$ cat src/rtl/ram_bist_seq_pkg.sv
// Shared types and constants for the RAM burst self-test sequencer.
package ram_bist_seq_pkg;

    typedef enum logic [2:0] {
        ST_IDLE       = 3'd0,
        ST_WR_REQ     = 3'd1,
        ST_WR_DATA    = 3'd2,
        ST_GAP        = 3'd3,
        ST_RD_REQ     = 3'd4,
        ST_RD_COLLECT = 3'd5,
        ST_FINISH     = 3'd6
    } state_e;

    typedef enum logic [1:0] {
        PAT_ADDR    = 2'd0,
        PAT_CHECKER = 2'd1,
        PAT_WALK    = 2'd2,
        PAT_INV     = 2'd3
    } pat_e;

    localparam logic [15:0] BSEL_CONST = 16'h0001;
    localparam int          GAP_CYCLES = 2;

endpackage

$ cat src/rtl/ram_bist_seq_if.sv
// Burst write/read RAM port bundle driven by the self-test sequencer.
interface ram_bist_seq_if;
    logic        RAM_WR_REQ;
    logic        RAM_WR_DVLD;
    logic        RAM_WR_SOP;
    logic        RAM_WR_EOP;
    logic [15:0] RAM_WR_ADDR;
    logic [15:0] RAM_WR_SIZE;
    logic [15:0] RAM_WR_BSEL;
    logic [63:0] RAM_WR_DATA;
    logic        RAM_RD_REQ;
    logic        RAM_RD_RDY;
    logic [15:0] RAM_RD_ADDR;
    logic [15:0] RAM_RD_SIZE;
    logic [15:0] RAM_RD_BSEL;
    logic        RAM_RD_SOP;
    logic        RAM_RD_EOP;
    logic        RAM_RD_DVLD;
    logic [63:0] RAM_RD_DATA;

    modport master (
        output RAM_WR_REQ, RAM_WR_DVLD, RAM_WR_SOP, RAM_WR_EOP,
        output RAM_WR_ADDR, RAM_WR_SIZE, RAM_WR_BSEL, RAM_WR_DATA,
        output RAM_RD_REQ, RAM_RD_RDY, RAM_RD_ADDR, RAM_RD_SIZE, RAM_RD_BSEL,
        input  RAM_RD_SOP, RAM_RD_EOP, RAM_RD_DVLD, RAM_RD_DATA
    );

    modport slave (
        input  RAM_WR_REQ, RAM_WR_DVLD, RAM_WR_SOP, RAM_WR_EOP,
        input  RAM_WR_ADDR, RAM_WR_SIZE, RAM_WR_BSEL, RAM_WR_DATA,
        input  RAM_RD_REQ, RAM_RD_RDY, RAM_RD_ADDR, RAM_RD_SIZE, RAM_RD_BSEL,
        output RAM_RD_SOP, RAM_RD_EOP, RAM_RD_DVLD, RAM_RD_DATA
    );
endinterface

$ cat src/rtl/ram_bist_patgen.sv
// Test word generator: pattern select, burst base address and word index to 64-bit data.
module ram_bist_patgen
    import ram_bist_seq_pkg::*;
(
    input  pat_e        pattern,
    input  logic [7:0]  base,
    input  logic [7:0]  idx,
    output logic [63:0] data
);
    logic [7:0] addr_s;

    assign addr_s = base + idx;

    // Word for the selected pattern; address-derived patterns use the wrapped address
    always_comb begin
        data = 64'h0;
        case (pattern)
            PAT_ADDR:    data = {8{addr_s}};
            PAT_CHECKER: data = idx[0] ? 64'h5555_5555_5555_5555 : 64'hAAAA_AAAA_AAAA_AAAA;
            PAT_WALK:    data = 64'h1 << idx[5:0];
            PAT_INV:     data = ~{8{addr_s}};
            default:     data = 64'h0;
        endcase
    end
endmodule

$ cat src/rtl/ram_bist_seq.sv
// RAM burst self-test: writes one patterned burst, reads it back and scores the result.
module ram_bist_seq
    import ram_bist_seq_pkg::*;
#(
    parameter int BURST_WORDS = 32,
    parameter int RD_TIMEOUT  = 16
) (
    input  logic        USER_CLK,
    input  logic        USER_RST,
    input  logic        START,
    input  logic [7:0]  BASE_ADDR,
    input  logic [1:0]  PATTERN,
    output logic        BUSY,
    output logic        DONE,
    output logic        PASS,
    output logic        TIMEOUT,
    output logic [15:0] ERR_CNT,
    output logic [7:0]  FIRST_ERR_IDX,
    ram_bist_seq_if.master ram
);
    localparam logic [7:0]  LAST_IDX   = 8'(BURST_WORDS - 1);
    localparam logic [15:0] BURST_SIZE = 16'(BURST_WORDS * 8);
    localparam logic [15:0] TO_LAST    = 16'(RD_TIMEOUT - 1);
    localparam logic [1:0]  GAP_LAST   = 2'(GAP_CYCLES - 1);

    state_e      state_r, state_nxt;
    pat_e        pat_r, pat_nxt;
    logic [7:0]  base_r, base_nxt;
    logic [7:0]  wr_idx_r, wr_idx_nxt;
    logic [7:0]  rd_idx_r, rd_idx_nxt;
    logic [1:0]  gap_cnt_r, gap_nxt;
    logic [15:0] idle_cnt_r, idle_nxt;
    logic [15:0] err_cnt_r, err_nxt;
    logic [7:0]  first_err_r, first_nxt;
    logic        timeout_r, timeout_nxt;
    logic        pass_r, pass_nxt;

    logic        busy_r, done_r;
    logic        wr_req_r, wr_dvld_r, wr_sop_r, wr_eop_r, rd_req_r, rd_rdy_r;
    logic [15:0] wr_addr_r, wr_size_r, rd_addr_r, rd_size_r;
    logic [63:0] wr_data_r;

    logic [63:0] wr_pat_s, cmp_pat_s;
    logic        mism_s, sop_bad_s, eop_bad_s;
    logic [1:0]  err_inc_s;
    logic [16:0] err_sum_s;
    logic [15:0] err_sat_s;

    ram_bist_patgen u_wr_pat (.pattern(pat_nxt), .base(base_nxt), .idx(wr_idx_nxt), .data(wr_pat_s));
    ram_bist_patgen u_cmp_pat (.pattern(pat_r), .base(base_r), .idx(rd_idx_r), .data(cmp_pat_s));

    assign mism_s    = (ram.RAM_RD_DATA != cmp_pat_s);
    assign sop_bad_s = (rd_idx_r == 8'd0) && !ram.RAM_RD_SOP;
    assign eop_bad_s = (rd_idx_r == LAST_IDX) && !ram.RAM_RD_EOP;
    assign err_inc_s = {1'b0, mism_s} + {1'b0, sop_bad_s} + {1'b0, eop_bad_s};
    assign err_sum_s = {1'b0, err_cnt_r} + {15'd0, err_inc_s};
    assign err_sat_s = err_sum_s[16] ? 16'hFFFF : err_sum_s[15:0];

    // Next-state, burst counters and result statistics
    always_comb begin
        state_nxt   = state_r;
        pat_nxt     = pat_r;
        base_nxt    = base_r;
        wr_idx_nxt  = wr_idx_r;
        rd_idx_nxt  = rd_idx_r;
        gap_nxt     = gap_cnt_r;
        idle_nxt    = idle_cnt_r;
        err_nxt     = err_cnt_r;
        first_nxt   = first_err_r;
        timeout_nxt = timeout_r;
        pass_nxt    = pass_r;
        case (state_r)
            ST_IDLE: begin
                if (START) begin
                    state_nxt   = ST_WR_REQ;
                    base_nxt    = BASE_ADDR;
                    pat_nxt     = pat_e'(PATTERN);
                    err_nxt     = 16'd0;
                    first_nxt   = 8'd0;
                    timeout_nxt = 1'b0;
                    pass_nxt    = 1'b0;
                end else begin
                    state_nxt = ST_IDLE;
                end
            end
            ST_WR_REQ: begin
                state_nxt  = ST_WR_DATA;
                wr_idx_nxt = 8'd0;
            end
            ST_WR_DATA: begin
                if (wr_idx_r == LAST_IDX) begin
                    state_nxt = ST_GAP;
                    gap_nxt   = 2'd0;
                end else begin
                    wr_idx_nxt = wr_idx_r + 8'd1;
                end
            end
            ST_GAP: begin
                if (gap_cnt_r == GAP_LAST) begin
                    state_nxt = ST_RD_REQ;
                end else begin
                    gap_nxt = gap_cnt_r + 2'd1;
                end
            end
            ST_RD_REQ: begin
                state_nxt  = ST_RD_COLLECT;
                rd_idx_nxt = 8'd0;
                idle_nxt   = 16'd0;
            end
            ST_RD_COLLECT: begin
                if (ram.RAM_RD_DVLD) begin
                    idle_nxt = 16'd0;
                    if (err_inc_s != 2'd0) begin
                        err_nxt = err_sat_s;
                        // A zero count means this is the first failing word of the run
                        if (err_cnt_r == 16'd0) begin
                            first_nxt = rd_idx_r;
                        end else begin
                            first_nxt = first_err_r;
                        end
                    end else begin
                        err_nxt = err_cnt_r;
                    end
                    if (rd_idx_r == LAST_IDX) begin
                        state_nxt = ST_FINISH;
                    end else begin
                        rd_idx_nxt = rd_idx_r + 8'd1;
                    end
                end else if (idle_cnt_r == TO_LAST) begin
                    state_nxt   = ST_FINISH;
                    timeout_nxt = 1'b1;
                end else begin
                    idle_nxt = idle_cnt_r + 16'd1;
                end
                if (state_nxt == ST_FINISH) begin
                    pass_nxt = (err_nxt == 16'd0) && !timeout_nxt;
                end else begin
                    pass_nxt = 1'b0;
                end
            end
            ST_FINISH: state_nxt = ST_IDLE;
            default:   state_nxt = ST_IDLE;
        endcase
    end

    // FSM state, captured run parameters and statistics
    always_ff @(posedge USER_CLK) begin
        if (USER_RST) begin
            state_r     <= ST_IDLE;
            pat_r       <= PAT_ADDR;
            base_r      <= 8'd0;
            wr_idx_r    <= 8'd0;
            rd_idx_r    <= 8'd0;
            gap_cnt_r   <= 2'd0;
            idle_cnt_r  <= 16'd0;
            err_cnt_r   <= 16'd0;
            first_err_r <= 8'd0;
            timeout_r   <= 1'b0;
            pass_r      <= 1'b0;
        end else begin
            state_r     <= state_nxt;
            pat_r       <= pat_nxt;
            base_r      <= base_nxt;
            wr_idx_r    <= wr_idx_nxt;
            rd_idx_r    <= rd_idx_nxt;
            gap_cnt_r   <= gap_nxt;
            idle_cnt_r  <= idle_nxt;
            err_cnt_r   <= err_nxt;
            first_err_r <= first_nxt;
            timeout_r   <= timeout_nxt;
            pass_r      <= pass_nxt;
        end
    end

    // Output strobes are decoded from the next state so they line up with state_r
    always_ff @(posedge USER_CLK) begin
        if (USER_RST) begin
            busy_r    <= 1'b0;
            done_r    <= 1'b0;
            wr_req_r  <= 1'b0;
            wr_dvld_r <= 1'b0;
            wr_sop_r  <= 1'b0;
            wr_eop_r  <= 1'b0;
            wr_addr_r <= 16'd0;
            wr_size_r <= 16'd0;
            wr_data_r <= 64'd0;
            rd_req_r  <= 1'b0;
            rd_addr_r <= 16'd0;
            rd_size_r <= 16'd0;
            rd_rdy_r  <= 1'b1;
        end else begin
            busy_r    <= (state_nxt != ST_IDLE);
            done_r    <= (state_nxt == ST_FINISH);
            wr_req_r  <= (state_nxt == ST_WR_REQ);
            wr_dvld_r <= (state_nxt == ST_WR_DATA);
            wr_sop_r  <= (state_nxt == ST_WR_DATA) && (wr_idx_nxt == 8'd0);
            wr_eop_r  <= (state_nxt == ST_WR_DATA) && (wr_idx_nxt == LAST_IDX);
            wr_addr_r <= (state_nxt == ST_WR_REQ) ? {8'h00, base_nxt} : 16'd0;
            wr_size_r <= (state_nxt == ST_WR_REQ) ? BURST_SIZE : 16'd0;
            wr_data_r <= (state_nxt == ST_WR_DATA) ? wr_pat_s : 64'd0;
            rd_req_r  <= (state_nxt == ST_RD_REQ);
            rd_addr_r <= (state_nxt == ST_RD_REQ) ? {8'h00, base_nxt} : 16'd0;
            rd_size_r <= ((state_nxt == ST_RD_REQ) || (state_nxt == ST_RD_COLLECT) ||
                          (state_nxt == ST_FINISH)) ? BURST_SIZE : 16'd0;
            rd_rdy_r  <= 1'b1;
        end
    end

    assign BUSY            = busy_r;
    assign DONE            = done_r;
    assign PASS            = pass_r;
    assign TIMEOUT         = timeout_r;
    assign ERR_CNT         = err_cnt_r;
    assign FIRST_ERR_IDX   = first_err_r;
    assign ram.RAM_WR_REQ  = wr_req_r;
    assign ram.RAM_WR_DVLD = wr_dvld_r;
    assign ram.RAM_WR_SOP  = wr_sop_r;
    assign ram.RAM_WR_EOP  = wr_eop_r;
    assign ram.RAM_WR_ADDR = wr_addr_r;
    assign ram.RAM_WR_SIZE = wr_size_r;
    assign ram.RAM_WR_BSEL = BSEL_CONST;
    assign ram.RAM_WR_DATA = wr_data_r;
    assign ram.RAM_RD_REQ  = rd_req_r;
    assign ram.RAM_RD_RDY  = rd_rdy_r;
    assign ram.RAM_RD_ADDR = rd_addr_r;
    assign ram.RAM_RD_SIZE = rd_size_r;
    assign ram.RAM_RD_BSEL = BSEL_CONST;
endmodule

$ cat src/flat_wrapper.sv
// flat-port wrapper written by rule: the top's interface ports become plain ports
module ram_bist_seq_flat import ram_bist_seq_pkg::*;
#(
    parameter int BURST_WORDS = 32,
    parameter int RD_TIMEOUT  = 16
)
  (USER_CLK, USER_RST, START, BASE_ADDR, PATTERN, BUSY, DONE, PASS, TIMEOUT, ERR_CNT, FIRST_ERR_IDX, ram_RAM_WR_REQ, ram_RAM_WR_DVLD, ram_RAM_WR_SOP, ram_RAM_WR_EOP, ram_RAM_WR_ADDR, ram_RAM_WR_SIZE, ram_RAM_WR_BSEL, ram_RAM_WR_DATA, ram_RAM_RD_REQ, ram_RAM_RD_RDY, ram_RAM_RD_ADDR, ram_RAM_RD_SIZE, ram_RAM_RD_BSEL, ram_RAM_RD_SOP, ram_RAM_RD_EOP, ram_RAM_RD_DVLD, ram_RAM_RD_DATA);
  ram_bist_seq_if ram_i ();
  input  logic USER_CLK;
  input  logic USER_RST;
  input  logic START;
  input  logic [7:0] BASE_ADDR;
  input  logic [1:0] PATTERN;
  output logic BUSY;
  output logic DONE;
  output logic PASS;
  output logic TIMEOUT;
  output logic [15:0] ERR_CNT;
  output logic [7:0] FIRST_ERR_IDX;
  output wire logic [$bits(ram_i.RAM_WR_REQ)-1:0] ram_RAM_WR_REQ;
  output wire logic [$bits(ram_i.RAM_WR_DVLD)-1:0] ram_RAM_WR_DVLD;
  output wire logic [$bits(ram_i.RAM_WR_SOP)-1:0] ram_RAM_WR_SOP;
  output wire logic [$bits(ram_i.RAM_WR_EOP)-1:0] ram_RAM_WR_EOP;
  output wire logic [$bits(ram_i.RAM_WR_ADDR)-1:0] ram_RAM_WR_ADDR;
  output wire logic [$bits(ram_i.RAM_WR_SIZE)-1:0] ram_RAM_WR_SIZE;
  output wire logic [$bits(ram_i.RAM_WR_BSEL)-1:0] ram_RAM_WR_BSEL;
  output wire logic [$bits(ram_i.RAM_WR_DATA)-1:0] ram_RAM_WR_DATA;
  output wire logic [$bits(ram_i.RAM_RD_REQ)-1:0] ram_RAM_RD_REQ;
  output wire logic [$bits(ram_i.RAM_RD_RDY)-1:0] ram_RAM_RD_RDY;
  output wire logic [$bits(ram_i.RAM_RD_ADDR)-1:0] ram_RAM_RD_ADDR;
  output wire logic [$bits(ram_i.RAM_RD_SIZE)-1:0] ram_RAM_RD_SIZE;
  output wire logic [$bits(ram_i.RAM_RD_BSEL)-1:0] ram_RAM_RD_BSEL;
  input wire logic [$bits(ram_i.RAM_RD_SOP)-1:0] ram_RAM_RD_SOP;
  input wire logic [$bits(ram_i.RAM_RD_EOP)-1:0] ram_RAM_RD_EOP;
  input wire logic [$bits(ram_i.RAM_RD_DVLD)-1:0] ram_RAM_RD_DVLD;
  input wire logic [$bits(ram_i.RAM_RD_DATA)-1:0] ram_RAM_RD_DATA;
  assign ram_RAM_WR_REQ = ram_i.RAM_WR_REQ;
  assign ram_RAM_WR_DVLD = ram_i.RAM_WR_DVLD;
  assign ram_RAM_WR_SOP = ram_i.RAM_WR_SOP;
  assign ram_RAM_WR_EOP = ram_i.RAM_WR_EOP;
  assign ram_RAM_WR_ADDR = ram_i.RAM_WR_ADDR;
  assign ram_RAM_WR_SIZE = ram_i.RAM_WR_SIZE;
  assign ram_RAM_WR_BSEL = ram_i.RAM_WR_BSEL;
  assign ram_RAM_WR_DATA = ram_i.RAM_WR_DATA;
  assign ram_RAM_RD_REQ = ram_i.RAM_RD_REQ;
  assign ram_RAM_RD_RDY = ram_i.RAM_RD_RDY;
  assign ram_RAM_RD_ADDR = ram_i.RAM_RD_ADDR;
  assign ram_RAM_RD_SIZE = ram_i.RAM_RD_SIZE;
  assign ram_RAM_RD_BSEL = ram_i.RAM_RD_BSEL;
  assign ram_i.RAM_RD_SOP = ram_RAM_RD_SOP;
  assign ram_i.RAM_RD_EOP = ram_RAM_RD_EOP;
  assign ram_i.RAM_RD_DVLD = ram_RAM_RD_DVLD;
  assign ram_i.RAM_RD_DATA = ram_RAM_RD_DATA;
  ram_bist_seq #(.BURST_WORDS(BURST_WORDS), .RD_TIMEOUT(RD_TIMEOUT)) u_core (.USER_CLK(USER_CLK), .USER_RST(USER_RST), .START(START), .BASE_ADDR(BASE_ADDR), .PATTERN(PATTERN), .BUSY(BUSY), .DONE(DONE), .PASS(PASS), .TIMEOUT(TIMEOUT), .ERR_CNT(ERR_CNT), .FIRST_ERR_IDX(FIRST_ERR_IDX), .ram(ram_i));
endmodule
$ cat config.mk
export PLATFORM = sky130hd
export DESIGN_NAME = ram_bist_seq_flat
export DESIGN_NICKNAME = d
export VERILOG_FILES = /design/src/rtl/ram_bist_seq_pkg.sv /design/src/rtl/ram_bist_seq_if.sv /design/src/rtl/ram_bist_patgen.sv /design/src/rtl/ram_bist_seq.sv /design/src/flat_wrapper.sv
export SDC_FILE = /design/constraint.sdc
export NUM_CORES = 1
export LEC_CHECK = 0
export CORE_UTILIZATION = 45
export DETAILED_ROUTE_END_ITERATION = 12
export PLACE_DENSITY = 0.76
export SETUP_SLACK_MARGIN = 0.2
export SYNTH_ARGS = -nofsm -noshare
export SYNTH_HDL_FRONTEND = slang
export SYNTH_SLANG_ARGS = --single-unit
export TNS_END_PERCENT = 50
$ cat constraint.sdc
create_clock -name USER_CLK -period 10.6 [get_ports USER_CLK]
set_clock_uncertainty 0.05 [all_clocks]
set_input_delay 1.06 -clock USER_CLK [delete_from_list [all_inputs] [get_ports USER_CLK]]
set_output_delay 1.06 -clock USER_CLK [all_outputs]
set_load 0.02 [all_outputs]
==> results.json, run 1 <==
{
  "status": "complete, no violations",
  "totalWireLength_um": 34000,
  "finalNonFillerCells": 1843,
  "port_buffers": 194,
  "critPathCaptureType": "register",
  "insertion_delay_ps": 430,
  "worst_pin_slew_ps": 1240,
  "power.density_mw_per_mm2": 126,
  "drcViolationCount": 0,
  "async_reset_ff_frac": 0,
  "finalInstanceArea_mm2": 0.0128,
  "clock_sinks": 161,
  "final_util": 0.563,
  "final_common_cell": "nor2_1",
  "cts_resized": 0,
  "cp-start-kind": "register",
  "grt_pass1_vias": 9747,
  "hold_viol": 0,
  "drv_slew": 0,
  "place_ws_ps": 3330,
  "total_power_mw": 1.61,
  "fin_setup_tns_ps": 0,
  "start_util": 0.459,
  "ioPinCount": 274,
  "firstDrtPassIters": 7,
  "synth_cell_types": 94,
  "die_h_um": 154,
  "fillerInstances": 2117,
  "cts_tree": "done",
  "grt_pass1_wl_um": 52600,
  "gp_congestion": 1.01,
  "drive_above_1_share": 0.0481,
  "holdCritPathClass": "reg -> reg",
  "rsz0062_at_grt": "no",
  "slew_headroom": 0.169,
  "fin_hold_ws_ps": 399,
  "ys_seq_elements": 161,
  "place_area_mm2": 0.0122,
  "max_freq_mhz": 134,
  "gr-usage-all-layers": 0.279,
  "cts_root_buf": "clkbuf_16",
  "cp.arrival_ps": 7690,
  "post-cts-setup-buffer-count": 0,
  "synth-seq-area-share": 0.309,
  "path_max_fanout": 24,
  "die_area_mm2": 0.0238,
  "placedCellCount": 1811,
  "vias": 10678,
  "antenna_found_initial": 0,
  "synthCells": 1386,
  "grt_max_degree": 67,
  "synthFlopType": "dfxtp_1",
  "synth.avg_cell_area_um2": 7.52,
  "critical_path_class": "reg -> reg",
  "numCtsBuffers": 17,
  "drv_cap": 0,
  "fp.dieW_um": 154,
  "area_delta_synth_final_pct": 22.7,
  "final_cell_mix": "225 x nor2_1, 193 x clkdlybuf4s50_1, 161 x dfxtp_1",
  "worstPathRequired_ps": 10830,
  "ant_nets": 0,
  "antennaDiodeCount": 0,
  "cts.hold.buffers_added": 0,
  "fin_crit_sh": 0.704,
  "clk_path_buf_depth": 2,
  "yosys_warnings": 0,
  "clkTransAtPathRegs_ps": 60,
  "fin_crit_ps": 7460,
  "leakage_nw": 4.79,
  "hpwlAfterDp_um": 25600,
  "wl_per_cell_um": 18.4,
  "final-setup-viol-count": 0,
  "nNetsFinal": 1654,
  "rows": 55,
  "cts_htree_levels": 4,
  "setup_slack_ps": 3140,
  "drtIter0Drc": 911,
  "coreArea_mm2": 0.0227,
  "syn_area_mm2": 0.0104,
  "ir_drop_mv": 0.109,
  "grt_remaining_overflow": 0,
  "synth_edf_count": 0,
  "via_per_inst": 5.79
}
-- where the power goes --
part / switching (mW) / internal (mW) / total [mW]
logic: 0.228 / 0.138 / 0.366
clock network: 0.280 / 0.326 / 0.606
registers: 0.0125 / 0.623 / 0.636
-- cell usage after synthesis (all sizes together), types with 6 or more instances --
cell type | number | area share
or3 | 10 | 0.0060
or2 | 7 | 0.0042
a22oi | 9 | 0.0065
nor2b | 14 | 0.0084
nand3 | 56 | 0.027
o22ai | 8 | 0.0054
a211oi | 13 | 0.0094
nand2 | 118 | 0.042
buf | 100 | 0.069
nor2 | 225 | 0.081
ha | 25 | 0.030
nand2b | 13 | 0.0078
mux2i | 26 | 0.025
a2111oi | 6 | 0.0053
o32ai | 7 | 0.0059
xor2 | 18 | 0.015
nor4 | 19 | 0.012
inv | 36 | 0.013
nor3 | 50 | 0.027
xnor2 | 20 | 0.017
a21oi | 128 | 0.062
dfxtp | 161 | 0.31
a31oi | 30 | 0.018
o211ai | 11 | 0.0084
nor3b | 7 | 0.0066
and3 | 11 | 0.0066
clkbuf | 42 | 0.015
o31ai | 8 | 0.0058
nand3b | 13 | 0.0094
o21ai | 57 | 0.028
mux2 | 6 | 0.0065
nand4 | 21 | 0.013
a21o | 9 | 0.0066
and2 | 9 | 0.0054
-- path summary, 6_finish.rpt --
check / to / slack (ps) / startpoint / cells past startpoint
setup / recovery: u_core.PASS / 3140 / u_core.rd_idx_r[4] / 19
hold / removal: u_core.PASS / 400 / u_core.PASS / 2
setup reg to reg: u_core.PASS / 3140 / u_core.rd_idx_r[4] / 19
hold reg to reg: u_core.PASS / 400 / u_core.PASS / 2
-- logic make-up after synthesis --
kind of cell               after synthesis  share of synthesized area
xor gates and xnor gates                38                     0.0319
and+or+nand+nor                        601                      0.281
adders and majority gates               29                     0.0377
AOI/OAI and AO/OA                      344                      0.211
DFF                                    161                      0.309
muxes                                   32                     0.0314
buffers and inverters                  179                     0.0976
other                                    2                   0.000720
-- sequential cells by signal, indices dropped and copies added (netlist names), 3 cells and up --
signal                  count
u_core.base_r               8
u_core.idle_cnt_r          16
u_core.rd_idx_r             8
u_core.ram.RAM_RD_ADDR      8
u_core.FIRST_ERR_IDX        8
u_core.wr_idx_r             8
u_core.ERR_CNT             16
u_core.ram.RAM_WR_DATA     64
u_core.ram.RAM_WR_ADDR      8
u_core.state_r              3
-- worst max-delay path, stage by stage (launching register included) --
cell and delay (ps):
dfxtp_1 960, ha_1 500, a21o_1 270, or3_1 330, o211ai_2 360, a31o_2 210
a21oi_1 60, nor4_1 380, o21ai_0 160, a311o_1 360, or4_1 600, fa_1 600
nor2_1 80, nor2b_1 340, nand3_1 430, nor3_1 1110, or3b_2 290, nor4_1 60
nand4_1 90, a21oi_1 60
-- cell type report --
cell class | instances | area [um2] | area share
Multi-Input combinational cell | 1123 | 6470 | 0.506
Sequential cell | 161 | 3220 | 0.252
Timing Repair Buffer | 205 | 2020 | 0.158
Clock buffer | 19 | 453 | 0.0354
Tap cell | 285 | 357 | 0.0279
Inverter | 37 | 139 | 0.0109
Clock inverter | 13 | 128 | 0.00998
-- routing by layer --
metal | up-vias | global-route usage | share of wire
met5 | - | 0 | 0
met4 | 0 | 0.119 | 0.036
met3 | 79 | 0.0401 | 0.063
met2 | 491 | 0.477 | 0.48
met1 | 4957 | 0.351 | 0.42
li1 | 5151 | - | -
Power figures use the tool's default switching activity.
==> run 2, diff against run 1 <==
==> constraint.sdc (replaced) <==
create_clock -name USER_CLK -period 7.3 [get_ports USER_CLK]
set_clock_uncertainty 0.05 [all_clocks]
set_input_delay 0.73 -clock USER_CLK [delete_from_list [all_inputs] [get_ports USER_CLK]]
set_output_delay 0.73 -clock USER_CLK [all_outputs]
set_load 0.02 [all_outputs]
==> run 2 against run 1 <==
Utilization increased by 0.60 points. Register-to-register slack worse by 2500 ps. Die area is the same. Highest routed layer unchanged. Combinational power is 47% higher. Worst hold slack gained 23 ps. Global-route usage rose by 0.63 points. Clock power is 47% higher. Power grew 46%. Critical endpoint unchanged. Setup slack worse by 2500 ps. Design area grew 1.1%. First-iteration DRC count up 2.4%. Sequential share of layout area is 0.27 points lower.
==> results.json, run 2 (same netlist as run 1, synthesis figures left out) <==
{
  "status": "complete, no violations",
  "place_ws_ps": 569,
  "worstPathRequired_ps": 7620,
  "regArea_mm2": 0.00322,
  "drv_slew": 0,
  "drv_cap": 0,
  "area_delta_synth_final_pct": 24.0,
  "worst_pin_slew_ps": 1010,
  "grt_pass1_wl_um": 53700,
  "cts_root_buf": "clkbuf_16",
  "totalWireLength_um": 34600,
  "antenna_found_initial": 0,
  "fin_hold_ws_ps": 422,
  "cts.hold.buffers_added": 0,
  "port_buffers": 194,
  "die_area_mm2": 0.0238,
  "fillerInstances": 2114,
  "gp_congestion": 0.978,
  "leakage_nw": 4.87,
  "rsz0062_at_grt": "no",
  "final_cell_mix": "225 x nor2_1, 193 x clkdlybuf4s50_1, 161 x dfxtp_1",
  "fin_crit_ps": 6650,
  "via_per_inst": 5.78,
  "path_max_fanout": 10,
  "slew_headroom": 0.324,
  "clock_sinks": 161,
  "final_common_cell": "nor2_1",
  "critPathSlowestCell": "or4_1",
  "start_util": 0.459,
  "cpMostUsedCell": "fa_1",
  "hpwlAfterDp_um": 26000,
  "multiInputGateArea_mm2": 0.00649,
  "largest_reg_flops": 64,
  "grt_max_degree": 67,
  "fin_crit_sh": 0.910,
  "finalNonFillerCells": 1857,
  "insertion_delay_ps": 440,
  "nNetsFinal": 1668,
  "fin_setup_tns_ps": 0,
  "firstDrtPassIters": 6,
  "critPathCaptureType": "register",
  "reg2reg_from": "u_core.rd_idx_r[0]",
  "drcViolationCount": 0,
  "gr-usage-all-layers": 0.286,
  "clk_path_buf_depth": 2,
  "holdCritPathClass": "reg -> reg",
  "wl_per_cell_um": 18.6,
  "numCtsBuffers": 17,
  "coreArea_mm2": 0.0227,
  "cts_htree_levels": 4,
  "final-setup-viol-count": 0,
  "critPathLaunch": "u_core.rd_idx_r[0]",
  "grt_remaining_overflow": 0,
  "hp-start": "u_core.PASS",
  "setup_slack_ps": 654,
  "ioPinCount": 274,
  "max_freq_mhz": 150,
  "path_cells": "ha_1, inv_1, fa_1, nand3_1, o311ai_1, mux2_2, a221o_1, nor4_2, nand4b_1, nor4_1, o2111ai_1, or4_1, fa_1, ha_1, fa_1, nand3_1, buf_4, nor3_1, or3b_2, nor4_1, nand4_1, a21oi_1",
  "fp.dieW_um": 154,
  "antennaDiodeCount": 0,
  "drtIter0Drc": 933,
  "cpPeakStageDelay_ps": 640,
  "clkTransAtPathRegs_ps": 80,
  "power.density_mw_per_mm2": 182,
  "grt_pass1_vias": 9916,
  "drive_above_1_share": 0.0592,
  "cp.arrival_ps": 6970,
  "vias": 10731,
  "critical_path_class": "reg -> reg",
  "cts_tree": "done",
  "cp-start-kind": "register",
  "ant_nets": 0,
  "die_h_um": 154,
  "rows": 55,
  "hold_viol": 0,
  "placedCellCount": 1821,
  "ir_drop_mv": 0.167
}
-- run 2: layout make-up --
cell class                      count  share of cell area
Clock buffer                       18              0.0340
Clock inverter                     14              0.0119
Inverter                           37              0.0107
Multi-Input combinational cell   1123               0.502
Sequential cell                   161               0.249
Tap cell                          285              0.0276
Timing Repair Buffer              219               0.164
-- run 2: critical path: cells and delay by family (launching register included) --
kind	cells	cell delay [ps]
flip-flops	1	510
multiplexers	1	390
adder cells (fa/ha/maj)	5	2060
AO/OA/AOI/OAI	4	740
AND/OR/NAND/NOR	10	2550
buffers and inverters	2	270
-- run 2: worst paths after layout --
kind / cells after the start / slack (ps) / to
min reg2reg: 2 / 420 / u_core.PASS
max: 22 / 650 / u_core.PASS
max reg2reg: 22 / 650 / u_core.PASS
min: 2 / 420 / u_core.PASS
-- run 2: stage by stage --
step | util | power [mW] | area (um2)
CTS | 0.567 | 2.35 | 12900
detailed placement | 0.541 | 1.46 | 12300
global placement | 0.541 | 1.46 | 12300
floorplan | - | 1.31 | 10700
finish | 0.569 | 2.35 | 12900
global route | 0.569 | 2.45 | 12900
-- run 2: timing repair --
item                                    in CTS  in global routing
endpoints found under the setup margin       0                  1
buffers inserted                             0                  4
resized for setup                            0                  4
-- run 2: power breakdown --
part	switching [mW]	total (mW)	internal, mW
combinational	0.331	0.537	0.206
sequential	0.0173	0.922	0.905
clock	0.423	0.892	0.469
-- run 2: metal layers --
metal | global-route usage | part of all wire | up-vias
li1 | - | - | 5178
met1 | 0.353 | 0.41 | 4984
met2 | 0.490 | 0.48 | 482
met3 | 0.0406 | 0.064 | 87
met4 | 0.135 | 0.045 | 0
met5 | 0 | 0 | -
==> RTL edit: new RTL, flow settings as in run 2 <==
The 7 states of `state_e` get a one-hot encoding in 7 bits.
--- a/src/rtl/ram_bist_seq_pkg.sv
+++ b/src/rtl/ram_bist_seq_pkg.sv
@@ -1,14 +1,14 @@
 // Shared types and constants for the RAM burst self-test sequencer.
 package ram_bist_seq_pkg;
 
-    typedef enum logic [2:0] {
-        ST_IDLE       = 3'd0,
-        ST_WR_REQ     = 3'd1,
-        ST_WR_DATA    = 3'd2,
-        ST_GAP        = 3'd3,
-        ST_RD_REQ     = 3'd4,
-        ST_RD_COLLECT = 3'd5,
-        ST_FINISH     = 3'd6
+    typedef enum logic [6:0] {
+        ST_IDLE       = 7'b0000001,
+        ST_WR_REQ     = 7'b0000010,
+        ST_WR_DATA    = 7'b0000100,
+        ST_GAP        = 7'b0001000,
+        ST_RD_REQ     = 7'b0010000,
+        ST_RD_COLLECT = 7'b0100000,
+        ST_FINISH     = 7'b1000000
     } state_e;
 
     typedef enum logic [1:0] {
Formal check against the unedited RTL: same outputs for any inputs over 4 cycles, from zero or initial values and one cycle with USER_RST high; so few cycles prove little.
==> RTL edit against run 2 <==
Worst setup slack lost 20 ps. Global-route usage up 0.61 points. Power shrank 5.0%. Count of clock-buffer cells in the layout decreased by 1. Sequential cell count up 4. Routed wire length fell by 0.60%. Highest routed layer unchanged. Area after synthesis down 3.3%. Hold slack worse by 3.3 ps. Cell area fell by 1.3%. Die area fell by 3.2%.
==> RTL edit: results (changes against run 2) <==
stage	metric	value	unit	change
sta	PnR worst setup slack	634	ps	was 654 ps
global_routing	gr usage total	0.292		was 0.286
global_routing	number of global-route vias before repair	9537		was 9916
drt	DRT iter0 DRCs	825		was 933
setup_path	Worst path max stage delay	600	ps	was 640 ps
setup_path	RR Startpoint	u_core.base_r[0]		was u_core.rd_idx_r[0]
setup_path	slowest CP cell	or4b_1		was or4_1
cells_and_area	Fillers	1998		was 2114
place	pre-CTS setup slack	431	ps	was 569 ps
synthesis	register area share after synthesis	0.328		was 0.309
cells_and_area	share of cells above drive strength 1	0.0659		was 0.0592
synthesis	mux cell area share after synthesis	0.0261		was 0.0314
outcome	status	completed		unchanged
drt	drt via density	5.83		was 5.78
setup_path	Max FO, Critical Path	5		was 10
synthesis	XOR/XNOR Fraction of Synth Area	0.0339		was 0.0319
synthesis	adder-cell area share of the yosys netlist	0.0390		was 0.0377
synthesis	synth top area cells	dfxtp_1 33%, a21oi_1 7.4%, nor2_1 6.4%, buf_4 6.0%, nand2_1 4.7%		was dfxtp_1 31%, nor2_1 8.1%, a21oi_1 6.0%, buf_4 6.0%, nand2_1 4.2%
global_routing	first-pass GRT wire length	51800	um	was 53700 um
synthesis	Synth Area in Compound Gates	0.213		was 0.211
pwr	P_sw	704	uW	was 771 uW
cells_and_area	net count reported at finish	1629		was 1668
global_routing	largest net degree at the start of global routing	74		was 67
pwr	Worst IR Drop VDD	0.000152	V	was 0.000167 V
synthesis	top post-synthesis cells by count	171 x nor2_1, 165 x dfxtp_1, 150 x a21oi_1		was 225 x nor2_1, 161 x dfxtp_1, 126 x a21oi_1
setup_path	WP data arrival	6980	ps	was 6970 ps
## RTL edit: cell types whose count changed after synthesis, moves of 6 or more
cell,run 2,this run
a211oi_1,13,7
a21oi_1,126,150
a22oi_1,9,20
a31oi_1,30,20
nand2_1,118,126
nand3_1,56,45
nand3b_1,13,5
nor2_1,225,171
nor3_1,46,58
## RTL edit: repair_timing
| action | 4_1_cts | 5_1_grt |
|---|---|---|
| buffers inserted | 0 | 4 |
| setup endpoints to repair | 0 | 1 |
| resized for setup | 0 | 11 |
## RTL edit: metal layers
metal / vias up / GRT usage / share of wire / wire length, um
met3: 88 / 0.0485 / 0.081 / 2780
met4: 0 / 0.135 / 0.040 / 1380
met5: - / 0 / 0 / 0
met2: 540 / 0.496 / 0.48 / 16500
met1: 4946 / 0.358 / 0.40 / 13800
li1: 5002 / - / - / -
## RTL edit: final cells by class
class,count,share of cell area
multi-input cells,1072,0.481
flip-flops and latches,165,0.259
repair buffers,231,0.174
clock buffers,17,0.0333
well taps,280,0.0275
clock inverters,15,0.0155
inverters,33,0.00971
## RTL edit: cell families (layout without fill, tap and decap cells)
kind of cell	after synthesis	in the layout
multiplexers	26	26
AND/OR/NAND/NOR	551	551
adder cells (fa/ha/maj)	29	29
AO/OA/AOI/OAI	348	348
other	2	79
XOR/XNOR	39	39
buffers and inverters	173	296
flip-flops	165	165
## RTL edit: power by group through the flow
stage	Clock [uW]	Sequential [uW]	Combinational, uW
after detailed placement	0	937	387
final	914	917	402
after global placement	0	937	388
after global routing	962	917	431
after CTS	926	916	390
after floorplan	0	942	270
## RTL edit: worst min-delay path, delay by kind of cell, from the launching register on
kind / cells / cell delay, ps
DFF: 1 / 320
AOI/OAI and AO/OA: 1 / 50
and+or+nand+nor: 1 / 50
## RTL edit: worst min path at each step
stage	from	to	slack, ps	depth (start not counted)
after global routing	u_core.PASS	u_core.PASS	440	2
final	u_core.PASS	u_core.PASS	420	2
after CTS	u_core.PASS	u_core.PASS	420	2
after floorplan	u_core.idle_cnt_r[1]	u_core.idle_cnt_r[1]	400	2
after global placement	u_core.PASS	u_core.PASS	410	2
after detailed placement	u_core.PASS	u_core.PASS	400	2
## RTL edit: per-stage QoR
step	std cells	hold WS, ps	total power [uW]	cell area [um2]	utilization
3_3_place_gp	1777	405	1330	12100	0.551
2_1_floorplan	1410	399	1210	10400	-
3_5_place_dp	1777	402	1320	12100	0.551
6_report	1813	419	2230	12800	0.583
5_1_grt	1813	444	2310	12800	0.583
4_1_cts	1809	421	2230	12700	0.580
